## src/rtl/s27_array_misr.sv

```systemverilog
// Array of CH s27 benchmark cores with a full scan chain and a MISR that compacts G17.
// Latency: state, SIG and PAT_CNT update 1 cycle after the inputs; G17 is combinational.
// Backpressure: none; SE freezes compaction, MISR_EN gates it, MISR_CLR clears it.
// Ports: CK/RN clock and async active-low reset; G_IN {G3,G2,G1,G0} per channel;
//        G17 per-channel output; SE/SI/SO scan; MISR_EN/MISR_CLR compaction control;
//        SIG signature; PAT_CNT saturating pattern count; STATE {G5,G6,G7} per channel;
//        RARE_CNT rare-state hit count, a live counter only when RARE_MON_EN is defined.
module s27_array_misr #(
    parameter int unsigned       CH         = 4,
    parameter int unsigned       MISR_W     = 16,
    parameter logic [MISR_W-1:0] POLY       = MISR_W'(16'h1021),
    parameter int unsigned       CNT_W      = 16,
    parameter logic [2:0]        RARE_STATE = 3'b101
) (
    input  logic                CK,
    input  logic                RN,
    input  logic [4*CH-1:0]     G_IN,
    output logic [CH-1:0]       G17,
    input  logic                SE,
    input  logic                SI,
    output logic                SO,
    input  logic                MISR_EN,
    input  logic                MISR_CLR,
    output logic [MISR_W-1:0]   SIG,
    output logic [CNT_W-1:0]    PAT_CNT,
    output logic [3*CH-1:0]     STATE,
    output logic [15:0]         RARE_CNT
);

    // Channel c state lives at state_q[3c+2:3c] = {G5,G6,G7}.
    logic [3*CH-1:0]   state_q, state_d;
    logic [3*CH-1:0]   func_nxt;   // {G10,G11,G13} per channel
    logic [3*CH-1:0]   scan_nxt;
    logic [MISR_W-1:0] sig_q, sig_d, misr_t;
    logic [CNT_W-1:0]  pat_q, pat_d;

    for (genvar c = 0; c < CH; c++) begin : g_ch
        logic g0, g1, g2, g3, g5, g6, g7;
        logic g8, g9, g10, g11, g12, g13, g14, g15, g16;

        assign {g3, g2, g1, g0} = G_IN[4*c +: 4];
        assign {g5, g6, g7}     = state_q[3*c +: 3];

        assign g14 = ~g0;
        assign g8  = g14 & g6;
        assign g12 = ~(g1 | g7);
        assign g15 = g12 | g8;
        assign g16 = g3 | g8;
        assign g9  = ~(g16 & g15);
        assign g11 = ~(g5 | g9);
        assign g10 = ~(g14 | g11);
        assign g13 = ~(g2 | g12);

        assign G17[c]              = ~g11;
        assign func_nxt[3*c +: 3]  = {g10, g11, g13};

        // Chain runs G5 -> G6 -> G7 inside a channel, then G7 of channel c-1
        // feeds G5 of channel c, which is not a plain left shift of state_q.
        if (c == 0) begin : g_head
            assign scan_nxt[2] = SI;
        end else begin : g_link
            assign scan_nxt[3*c+2] = state_q[3*c-3];
        end
        assign scan_nxt[3*c+1] = state_q[3*c+2];
        assign scan_nxt[3*c]   = state_q[3*c+1];
    end

    // Scan takes priority over the functional update.
    assign state_d = SE ? scan_nxt : func_nxt;

    always_comb begin
        misr_t = {sig_q[MISR_W-2:0], 1'b0};
        if (sig_q[MISR_W-1]) begin
            misr_t = misr_t ^ POLY;
        end
        // Channels beyond MISR_W wrap around and share signature bits.
        for (int c = 0; c < int'(CH); c++) begin
            misr_t[c % MISR_W] = misr_t[c % MISR_W] ^ G17[c];
        end
    end

    always_comb begin
        sig_d = sig_q;
        pat_d = pat_q;
        if (MISR_CLR) begin
            sig_d = '0;
            pat_d = '0;
        end else if (!SE && MISR_EN) begin
            sig_d = misr_t;
            if (pat_q != '1) begin
                pat_d = pat_q + CNT_W'(1);
            end
        end
    end

    always_ff @(posedge CK or negedge RN) begin
        if (!RN) begin
            state_q <= '0;
            sig_q   <= '0;
            pat_q   <= '0;
        end else begin
            state_q <= state_d;
            sig_q   <= sig_d;
            pat_q   <= pat_d;
        end
    end

    assign SO      = state_q[3*(CH-1)];
    assign STATE   = state_q;
    assign SIG     = sig_q;
    assign PAT_CNT = pat_q;

`ifdef RARE_MON_EN
    logic        rare_hit;
    logic [15:0] rare_q, rare_d;

    // Looks at the state being entered, so a hit is counted on the edge
    // that lands a channel in RARE_STATE.
    always_comb begin
        rare_hit = 1'b0;
        for (int c = 0; c < int'(CH); c++) begin
            if (func_nxt[3*c +: 3] == RARE_STATE) begin
                rare_hit = 1'b1;
            end
        end
    end

    always_comb begin
        rare_d = rare_q;
        if (MISR_CLR) begin
            rare_d = '0;
        end else if (!SE && rare_hit && (rare_q != 16'hFFFF)) begin
            rare_d = rare_q + 16'd1;
        end
    end

    always_ff @(posedge CK or negedge RN) begin
        if (!RN) begin
            rare_q <= '0;
        end else begin
            rare_q <= rare_d;
        end
    end

    assign RARE_CNT = rare_q;
`else
    assign RARE_CNT = 16'h0000;
`endif

endmodule

```

## config.mk

```make
export PLATFORM = sky130hd
export DESIGN_NAME = s27_array_misr
export DESIGN_NICKNAME = d
export VERILOG_FILES = /design/src/rtl/s27_array_misr.sv
export SDC_FILE = /design/constraint.sdc
export NUM_CORES = 1
export LEC_CHECK = 0
export ABC_CLOCK_PERIOD_IN_PS = 2250
export CAP_MARGIN = 20
export CORE_ASPECT_RATIO = 1.2
export CORE_MARGIN = 4
export CORE_UTILIZATION = 40
export CTS_CLUSTER_DIAMETER = 40
export DETAILED_ROUTE_END_ITERATION = 8
export PLACE_DENSITY = 0.73
export SYNTH_ARGS = -nofsm -noshare
export SYNTH_HDL_FRONTEND = slang
export SYNTH_SLANG_ARGS = --single-unit
```

## constraint.sdc

```tcl
create_clock -name CK -period 2.25 [get_ports CK]
set_input_delay 0.45 -clock CK [delete_from_list [all_inputs] [get_ports CK]]
set_output_delay 0.45 -clock CK [all_outputs]
set_load 0.02 [all_outputs]
```

## After elaboration in Yosys (flattened, before gate mapping)

Index checks and enable logic that the tools add are counted.

| storage, ports and cells | value |
|---|---|
| input port bits | 22 |
| register bits after elaboration | 44 |
| word-level logic and storage cells | 78 |

| operators by class | value |
|---|---|
| multiplexer cells | 7 |
| reduce and logical (&&, ||, !) cells | 5 |
| $add $sub $neg | 1 |
| equal/unequal tests | 1 |
| bitwise logic cells | 61 |

Operators with widths:

| cell | number |
|---|---|
| 16-bit two-way mux | 5 |
| 1-bit NOT | 24 |
| 1-bit bitwise OR | 24 |
| 16-bit by 1-bit adder with 16-bit output, second input constant | 1 |
| 16-bit inequality test, second input constant | 1 |
| 13-bit two-way mux | 1 |
| 12-bit two-way mux | 1 |
| 1-bit AND | 8 |
| 2-bit nonzero test | 2 |
| 1-bit bitwise XOR | 4 |
| 3-bit NOT | 1 |
| 2-bit AND reduction | 1 |
| 1-bit logical AND | 1 |
| 1-bit logical NOT | 1 |

## Logic depth before layout (Yosys ltp)

| depth | value |
|---|---|
| depth in word-level cells | 10 |
| depth in mapped cells | 7 |

## Worst setup path before layout

Ideal clock, no wire load.

| timing | value |
|---|---|
| path kind | flip-flop to flip-flop |
| start | register pat_q[0], in the netlist PAT_CNT[0] |
| end | register pat_q[5], in the netlist PAT_CNT[5] |
| stages on the path, launching flop included | 6 |
| library setup time | 0.128 ns |
| arrival time | 1.745 ns |
| period minus slack after synthesis | 1.872 ns |
| path slack | 0.378 ns |
| cells stage by stage | dfrtp_1 > ha_1 > nand3_4 > nor4_4 > nor3_1 > mux2_1 |

| on the way | value |
|---|---|
| word-level cells in the longest chain between the ends | 4 |
| elaborated cells between the ends (all ways) | 7 |
| classes of those cells | add/sub: 1; eq/ne: 1; mux: 3; reduce/logical: 2 |

RTL lines:

| element | line | source |
|---|---|---|
| start: declaration | 35 | `logic [CNT_W-1:0] pat_q, pat_d;` |
| start signal: assignment | 104 | `pat_q <= pat_d;` |
| 16-bit by 1-bit adder with 16-bit output | 91 | `pat_d = pat_q + CNT_W'(1);` |
| 16-bit two-way mux | 90 | `if (pat_q != '1) begin` |
| 16-bit two-way mux | 88 | `end else if (!SE && MISR_EN) begin` |
| 16-bit two-way mux | 85 | `if (MISR_CLR) begin` |

Several ways; a longest one is shown, not always the timed one. The select of a mux whose other input is x is not followed.
A chain may end at the register's enable or synchronous reset.

## Worst setup path in the final report

| timing | value |
|---|---|
| start | input G_IN[11] |
| end | output G17[2] |

| on the way | value |
|---|---|
| word-level cells in the longest chain between the ends | 4 |

RTL lines:

| element | line | source |
|---|---|---|
| start: declaration | 17 | `input logic [4*CH-1:0] G_IN,` |
| 1-bit bitwise OR | 48 | `assign g16 = g3 \| g8;` |
| 1-bit AND | 49 | `assign g9 = ~(g16 & g15);` |
| 1-bit NOT | 49 |  |
| 1-bit bitwise OR | 50 | `assign g11 = ~(g5 \| g9);` |
| end: declaration | 18 | `output logic [CH-1:0] G17,` |

Every way passes these cells.

==> flow_summary.ini <==
[pwr]
power_leakage_uw = 0.00133
p_seq_frac = 0.462
p_sw_uw = 507
clockPowerShare = 0.352
p_int_uw = 1350
pwr_density_cell_mw_per_mm2 = 567
ir_worst_vdd_v = 0.000311
p_sw_frac = 0.274
comb_power_share = 0.187

[setup_path]
worstPathRequired_ps = 1800
slowest_delay_ps = 450
start_kind = input port
critPathKind = input port to output port
cpLargestDelayFamily = buffers and inverters
ff2ff_setup_slack_ps = 320
reg2reg_to = PAT_CNT[6]
worstPathCellList = clkdlybuf4s50_1 -> nor3b_1 -> o21bai_1 -> dlygate4sd2_1
cp-end-kind = output port
cp_max_fo = 2
worstRegToRegCells = 5
worst-path-buf-inv = 2
regToRegStartpoint = PAT_CNT[0]
critPathSlowestCell = clkdlybuf4s50_1
worstPathArrival_ps = 1560

[sta]
layout_setup_ws_ps = 242
tightest_slew_ps = 511
slew_viol_final = 0
slew_headroom = 0.659
finalHoldWorstSlack_ps = 110
post-route-min-period_ps = 2010
finalSetupViolations = 0
hold_viol = 0
final.setup_skew_ps = 5.05
post-route-period-util = 0.892
rsz0062_at_grt = false
fmax_mhz = 498

[global_routing]
grt_pass1_vias = 2058
grt_pass1_wl_mm = 9.80
antenna_found_initial = 0
grt-ovfl-total = 0
grtUsageTotal = 0.167
grt_max_degree = 27

[placed_design]
portBuffers = 70
hpwl_mm = 4.22
post-place-ws_ps = -26.6
gp_congestion = 0.769

[yosys]
yosys.area_share.simple = 0.270
synthXorXnorAreaFrac = 0.00747
synth_top_family_by_area = simple AND/OR/NAND/NOR gates
synth_warnings = 0
synthCells = 254
synth.yosys.seq_area_share = 0.469
synth_adder_area_share = 0.00533
ys_types = 42
avgSynthCellArea_um2 = 9.24
synth.area.mux_share = 0.0192
yosys_register_bits = 44
synth_compound_area_frac = 0.146
syn_area_mm2 = 0.00235

[floorplan]
coreArea_mm2 = 0.00567
pin_count = 87
fp.dieW_um = 77.9
initial_core_util = 0.414
num_rows = 30
die-area_mm2 = 0.00716
die_y_um = 91.9

[cts]
cts_root_buffer = clkbuf_8
cts_inserted_buffers = 5
cts_tree = built
cts_num_sinks = 44
max-clock-path-buffers = 2
clk_pin_slew_worst_paths_ps = 90
insertion_delay_ps = 300
htree_levels = 2

[layout]
area_growth_syn_to_layout_pct = 39.2
final_cell_mix = clkdlybuf4s50_1, nand2_1, dfrtp_1
diodes = 0
nNetsFinal = 354
drive_above_1_share = 0.0934
fillCellCount = 508
mostFrequentLayoutCell = clkdlybuf4s50_1

[route]
routedWlPerCell_um = 13.9
drt_iter0_markers = 72
drt-pass1-iter-count = 4
via_per_inst = 5.13
vias = 2114
drc = 0
ant_nets = 0
wl_mm = 5.71

[run]
cap_violations = 0

[worst_hold_path]
hp-class = input port to async pin

[outcome]
status = finished, final reports clean
cell type report:
| class | instances | area (um2) | area share |
|---|---|---|---|
| clock buffer | 6 | 82.6 | 0.0253 |
| sequential | 44 | 1100 | 0.337 |
| timing repair buffer | 85 | 828 | 0.254 |
| inverter | 1 | 3.75 | 0.00115 |
| multi-input combinational | 194 | 1110 | 0.340 |
| tap | 80 | 100 | 0.0307 |
| clock inverter | 2 | 38.8 | 0.0119 |
through the flow:
step                cell area [um2]  TNS [ps]  cells  total power (uW)   util
floorplan                      2400         0    269              1060      -
global placement               3150     -25.4    404              1220  0.556
detailed placement             3150     -38.9    404              1230  0.556
CTS                            3270         0    412              1870  0.576
global route                   3270         0    412              1930  0.576
finish                         3270         0    412              1850  0.576
flip-flops by register name, summed over array words and instances (netlist names):
signal / flops
SIG: 16
STATE: 12
PAT_CNT: 16
cell families (layout without fill, tap and decap cells):
| kind of cell | count (synthesis) | count (layout) |
|---|---|---|
| AO/OA/AOI/OAI | 56 | 56 |
| multiplexers | 4 | 4 |
| other | 1 | 16 |
| adder cells (fa/ha/maj) | 1 | 1 |
| buffers and inverters | 31 | 94 |
| XOR/XNOR | 2 | 2 |
| AND/OR/NAND/NOR | 115 | 115 |
| flip-flops | 44 | 44 |
cells in the mapped netlist (all sizes together):
library cell,number,area (um2)
mux2,4,45.0
or4,5,37.5
conb,1,3.75
nor4b,1,8.76
o311ai,1,8.76
nor3,6,30.0
clkbuf,9,33.8
nand4,7,50.1
nand2b,6,45.0
a21oi,20,100
o31ai,8,60.1
and4b,1,10.0
and4,2,18.8
o21bai,5,37.5
or3,5,31.3
o41ai,2,17.5
or2,2,12.5
nor4,4,40.0
o21ai,14,70.1
inv,1,3.75
o221ai,3,26.3
xnor2,2,17.5
nor3b,4,30.0
nor2,11,41.3
nand3,3,27.5
dfrtp,44,1100
nand3b,2,15.0
nand2,46,173
nor2b,10,62.6
buf,21,153
o211ai,1,7.51
a211oi,2,15.0
ha,1,12.5
metal layers:
| metal | GRT usage | share of wire |
|---|---|---|
| met4 | 0.0714 | 0.017 |
| met1 | 0.212 | 0.44 |
| met2 | 0.272 | 0.49 |
| met5 | 0 | 0 |
| met3 | 0.0383 | 0.053 |
power by group through the flow:
stage | Sequential, uW | Combinational (uW) | Clock [uW]
floorplan | 910 | 146 | 0
global placement | 870 | 350 | 0
detailed placement | 871 | 354 | 0
CTS | 856 | 350 | 663
global route | 862 | 375 | 692
finish | 855 | 346 | 651
repair_timing:
item	in CTS	in global routing
resized for setup	4	0
setup endpoints to repair	4	0
hold endpoints to repair	0	0
buffers inserted	0	0
hold buffers	0	0
how the worst max path moves through the flow:
stage	start	end	cells after the start
finish	G_IN[11]	G17[2]	4
global route	G_IN[9]	G17[2]	4
CTS	G_IN[11]	G17[2]	4
detailed placement	G_IN[9]	G17[2]	4
global placement	G_IN[9]	G17[2]	4
floorplan	PAT_CNT[0]	PAT_CNT[5]	5
Power figures use the tool's default switching activity.
